### config.mk
export PLATFORM = sky130hd
export DESIGN_NAME = icache_refill_controller
export DESIGN_NICKNAME = d
export VERILOG_FILES = /design/src/rtl/icache_pkg.sv /design/src/rtl/icache_refill_controller.sv
export SDC_FILE = /design/constraint.sdc
export NUM_CORES = 1
export LEC_CHECK = 0
export CAP_MARGIN = 20
export CORE_MARGIN = 5
export CORE_UTILIZATION = 46
export CTS_BUF_LIST = sky130_fd_sc_hd__clkbuf_4
export DETAILED_ROUTE_END_ITERATION = 8
export PLACE_DENSITY = 0.84
export SYNTH_ARGS = -nofsm -noshare
export SYNTH_HDL_FRONTEND = slang
export SYNTH_SLANG_ARGS = --single-unit
### constraint.sdc
create_clock -name clock -period 3.7 [get_ports clock]
set_clock_uncertainty 0.1 [all_clocks]
set_input_delay 0.555 -clock clock [delete_from_list [all_inputs] [get_ports clock]]
set_output_delay 0.555 -clock clock [all_outputs]
set_load 0.01 [all_outputs]
### src/rtl/icache_pkg.sv
// Shared instruction-cache definitions: default geometry, refill state
// encoding and the address split used by the array, hit logic and refill.
package icache_pkg;

  localparam int OFFSET_WIDTH = 2;
  localparam int LINE_WIDTH   = 6;
  localparam int TAG_WIDTH    = 32 - OFFSET_WIDTH - LINE_WIDTH - 2;
  localparam int BLOCK_SIZE   = 1 << OFFSET_WIDTH;

  typedef enum logic [1:0] {
    IDLE  = 2'd0,
    REQ   = 2'd1,
    RESP  = 2'd2,
    WRITE = 2'd3
  } refill_state_e;

  // Line index of a byte address at the default geometry.
  function automatic logic [LINE_WIDTH-1:0] addr_index(input logic [31:0] addr);
    return addr[LINE_WIDTH+OFFSET_WIDTH+1 : OFFSET_WIDTH+2];
  endfunction

  // Tag of a byte address at the default geometry.
  function automatic logic [TAG_WIDTH-1:0] addr_tag(input logic [31:0] addr);
    return addr[31 : 32-TAG_WIDTH];
  endfunction

endpackage

### src/rtl/icache_refill_controller.sv
// Instruction-cache refill engine: fetches one block word by word over a
// valid/ready memory port, then writes it into the cache array in one cycle.
//
// state | meaning
// IDLE  | waiting for a miss; miss_ready high
// REQ   | presenting the read request for word count
// RESP  | one request outstanding, waiting for its data
// WRITE | one-cycle write strobe to the cache array
module icache_refill_controller
  import icache_pkg::*;
#(
  parameter int offset_width = OFFSET_WIDTH,
  parameter int line_width   = LINE_WIDTH,
  parameter int tag_width    = 32 - offset_width - line_width - 2,
  parameter int block_size   = 1 << offset_width
) (
  input  logic                        clock,
  input  logic                        reset,
  input  logic                        miss_valid,
  output logic                        miss_ready,
  input  logic [31:0]                 miss_address,
  input  logic                        invalidate_all,
  output logic                        mem_req_valid,
  input  logic                        mem_req_ready,
  output logic [31:0]                 mem_req_address,
  input  logic                        mem_resp_valid,
  output logic                        mem_resp_ready,
  input  logic [31:0]                 mem_resp_data,
  output logic                        write_in,
  output logic [line_width-1:0]       write_line_index,
  output logic [tag_width-1:0]        write_tag,
  output logic [32*block_size-1:0]    write_block
);

  refill_state_e                 state_q, state_d;
  logic [offset_width-1:0]       count_q, count_d;
  logic                          abort_q, abort_d;
  logic [tag_width-1:0]          tag_q, tag_d;
  logic [line_width-1:0]         line_q, line_d;
  logic [32*block_size-1:0]      block_q, block_d;

  // State, counters and the assembled block; synchronous active-low reset.
  always_ff @(posedge clock) begin
    if (!reset) begin
      state_q <= IDLE;
      count_q <= '0;
      abort_q <= 1'b0;
      tag_q   <= '0;
      line_q  <= '0;
      block_q <= '0;
    end else begin
      state_q <= state_d;
      count_q <= count_d;
      abort_q <= abort_d;
      tag_q   <= tag_d;
      line_q  <= line_d;
      block_q <= block_d;
    end
  end

  // Next-state and handshake decode; an abort lets the outstanding response
  // drain before returning to IDLE so the memory side is never left hanging.
  always_comb begin
    state_d        = state_q;
    count_d        = count_q;
    abort_d        = abort_q;
    tag_d          = tag_q;
    line_d         = line_q;
    block_d        = block_q;
    miss_ready     = 1'b0;
    mem_req_valid  = 1'b0;
    mem_resp_ready = 1'b0;
    write_in       = 1'b0;
    case (state_q)
      IDLE: begin
        miss_ready = 1'b1;
        if (miss_valid) begin
          tag_d   = miss_address[31 : 32-tag_width];
          line_d  = miss_address[line_width+offset_width+1 : offset_width+2];
          count_d = '0;
          abort_d = 1'b0;
          state_d = REQ;
        end
      end
      REQ: begin
        mem_req_valid = 1'b1;
        if (invalidate_all) abort_d = 1'b1;
        if (mem_req_ready) state_d = RESP;
      end
      RESP: begin
        mem_resp_ready = 1'b1;
        if (invalidate_all) abort_d = 1'b1;
        if (mem_resp_valid) begin
          block_d[32*int'(count_q) +: 32] = mem_resp_data;
          if (abort_q || invalidate_all) begin
            state_d = IDLE;
          end else if (&count_q) begin
            state_d = WRITE;
          end else begin
            count_d = count_q + 1'b1;
            state_d = REQ;
          end
        end
      end
      WRITE: begin
        write_in = !abort_q && !invalidate_all;
        state_d  = IDLE;
      end
      default: state_d = IDLE;
    endcase
  end

  assign mem_req_address  = {tag_q, line_q, count_q, 2'b00};
  assign write_line_index = line_q;
  assign write_tag        = tag_q;
  assign write_block      = block_q;

endmodule

==> results_dict.tcl <==
set metrics [dict create \
    status "finished clean" \
    die_area_mm2 0.01488 \
    hold_class "reg -> reg" \
    worstHoldPathCells 2 \
    cts-hold-fix-buffers 0 \
    antenna_found_initial 1 \
    met1_usage 0.2863 \
    synth_top_family_by_area "compound AO/OA/AOI/OAI gates" \
    p_leak_nw 3.145 \
    pwr-share-comb 0.220 \
    timing.rr.start "count_q[0]$_SDFFE_PN0P_" \
    cts_tree "built" \
    cap_violations 0 \
    postCtsSetupRepairBufs 0 \
    final_core_util 0.6829 \
    synth_fa_ha_area_frac 0.02387 \
    drive_above_1_share 0.06383 \
    path_buf_inv 2 \
    synth_area_mm2 0.005767 \
    synth.avg_cell_area_um2 10.10 \
    p_sw_frac 0.2944 \
    ios 262 \
    cts_root_buf "clkbuf_4" \
    via_per_inst 5.405 \
    rows 41 \
    grt.overflow.total 0 \
    worstPathArrival_ns 2.08 \
    hold_viol_final 0 \
    finalMaxSlewViolations 0 \
    hpwl_um 13660 \
    ys_seq_elements 161 \
    min_from "write_block[17]$_SDFFE_PN0P_" \
    synth_compound_area_frac 0.2137 \
    cp_max_fo 11 \
    via_count 5254 \
    crit_start "state_q[0]$_SDFFE_PN0P_" \
    worst_pin_slew_ns 1.045 \
    critPathRequiredTime_ns 3.04 \
    nets 868 \
    slew_headroom 0.3034 \
    globalplace.congestion 0.8685 \
    synth-xor-area-share 0 \
    internal-power_w 0.002532 \
    cts_max_level 4 \
    p_seq_frac 0.522 \
    ys_seq_area_frac 0.5589 \
    dr.pass1.iters 5 \
    setup_viol 0 \
    clkPwrFrac 0.257 \
    max_stage_delay_ns 0.62 \
    r2r_slack_ns 1.27 \
    wl_per_cell_um 19.29 \
    critPathTopFamily "buffers and inverters" \
    place_ws_ns 1.057 \
    period_needed_ns 2.734 \
    pwr_density_cell_mw_per_mm2 421.5 \
    crit_slowest_cell "clkdlybuf4s50_1" \
    clk_pin_slew_ns 0.12 \
    cts_resized 0 \
    clk_latency_ns 0.54 \
    critical_path_class "reg -> out" \
    holdWs_ns 0.3577 \
    layout_commonest_cell "clkdlybuf4s50_1" \
    initial_core_util 0.4626 \
    drt_iter0_drc 313 \
    grt_use_met2 0.4123 \
    fp.coreArea_mm2 0.01247 \
    hold_end "write_block[17]$_SDFFE_PN0P_" \
    die_h_um 122.0 \
    grt_pass1_wl_um 28980 \
    place_area_mm2 0.008275 \
    rsz0062_at_grt "no" \
    synth_cell_type_count 30 \
    drcViolationCount 0 \
    end_kind "primary output" \
    r2r_end "write_block[115]$_SDFFE_PN0P_" \
    switching_power_w 0.001056 \
    synthSimpleGateAreaFrac 0.1267 \
    path_cells "inv_1, ha_1, clkdlybuf4s50_1" \
    synth_mux_area_frac 0 \
    grt_use_total 0.2521 \
    start_kind "flop" \
    area_delta_synth_final_pct 47.62 \
    synth_warnings 0 \
    worst_slack_ns 0.9655 \
    cts.path.max_buffers 2 \
    cts.sinks 161 \
    fin_setup_tns_ns 0 \
    ir_worst_vdd_uv 307.0 \
    met3_usage 0.1137 \
    grt.busiest_layer "met2" \
    grt_pass1_vias 5372 \
    finalCritPeriodShare 0.7391 \
    drtAntennaViolNets 0 \
    drt_wl_total_um 18750 \
    grt_max_degree 38 \
    max_freq_ghz 0.3657 \
    synthCells 571 \
    final_cell_mix "255 x clkdlybuf4s50_1, 161 x dfxtp_1, 96 x a22o_1" \
    ff2ff_path_depth 6 \
    port-buffer-count 255 \
    cts_inserted_buffers 17 \
    fin_area_mm2 0.008513 \
    die_w_um 122.0 \
]
## power groups by stage
| stage | combinational [W] | clock (W) | sequential [W] |
|---|---|---|---|
| 2_1_floorplan | 0.000389 | 0 | 0.00194 |
| 3_3_place_gp | 0.000767 | 0 | 0.00191 |
| 4_1_cts | 0.000795 | 0.000954 | 0.00187 |
| 6_report | 0.000791 | 0.000924 | 0.00187 |
| 3_5_place_dp | 0.000793 | 0 | 0.00191 |
| 5_1_grt | 0.000853 | 0.00103 | 0.00189 |
## routing by layer
layer / vias to the layer above / wire length [um] / part of all wire
li1: 2431 / - / -
met1: 2505 / 7218 / 0.39
met2: 279 / 8928 / 0.48
met3: 39 / 2125 / 0.11
met4: 0 / 475 / 0.025
met5: - / 0 / 0
## how the worst max path moves through the flow
stage | cells after the start | endpoint | slack [ns]
2_1_floorplan | 6 | write_block[100]$_SDFFE_PN0P_ | 1.70
4_1_cts | 3 | mem_resp_ready | 0.89
6_report | 3 | mem_resp_ready | 0.97
3_5_place_dp | 5 | write_block[65]$_SDFFE_PN0P_ | 1.06
3_3_place_gp | 5 | write_block[112]$_SDFFE_PN0P_ | 1.12
5_1_grt | 3 | mem_resp_ready | 0.80
## flip-flops by register name, summed over array words and instances, names as in the netlist
| name | flops |
|---|---|
| write_block | 128 |
| write_tag | 22 |
| write_line_index | 6 |
| count_q | 2 |
| state_q | 2 |
| abort_q | 1 |
## kinds of logic after synthesis
group	Yosys count
AO/OA/AOI/OAI	169
adder cells (fa/ha/maj)	11
flip-flops	161
other	1
AND/OR/NAND/NOR	152
buffers and inverters	77
## area by class of cell
type / instances / area [um2]
clock buffers: 19 / 142.6
inverters: 6 / 22.52
fillers: 930 / 3953
clock inverters: 12 / 92.59
repair buffers: 267 / 2655
diodes: 1 / 2.502
flip-flops and latches: 161 / 3223
well taps: 172 / 215.2
multi-input cells: 334 / 2160
## stage by stage
step | power, W | instances
2_1_floorplan | 0.002325 | 572
4_1_cts | 0.003623 | 971
5_1_grt | 0.003773 | 972
3_5_place_dp | 0.002707 | 940
3_3_place_gp | 0.002675 | 940
6_report | 0.003589 | 972
## synthesized netlist by cell type, drive strengths merged
cell type	n	area (um2)
buf	61	379.1
nand3	35	175.2
nor2	2	7.510
a2111oi	2	17.52
nor4	2	42.54
and2	3	18.77
nand3b	1	20.02
nor3	4	35.03
dfxtp	161	3223
and3	1	6.260
o31ai	1	7.510
o21a	1	7.510
conb	1	3.750
o22ai	1	6.260
a21oi	65	325.3
nor2b	3	18.77
clkbuf	10	37.54
or3	1	6.260
o32ai	2	17.52
ha	11	137.6
nor3b	2	15.01
a22o	96	840.8
inv	6	22.52
nand4bb	1	11.26
o311a	1	10.01
nand2	93	349.1
nand2b	4	25.02
## worst reg2reg max path: cells and delay by family (launching register included)
| family | cells | cell delay, ns |
|---|---|---|
| buffers and inverters | 2 | 0.48 |
| adders and majority gates | 1 | 0.39 |
| and+or+nand+nor | 2 | 0.67 |
| AOI/OAI and AO/OA | 1 | 0.17 |
| DFF | 1 | 0.58 |
Note: power is estimated with default switching activity, not from simulation.
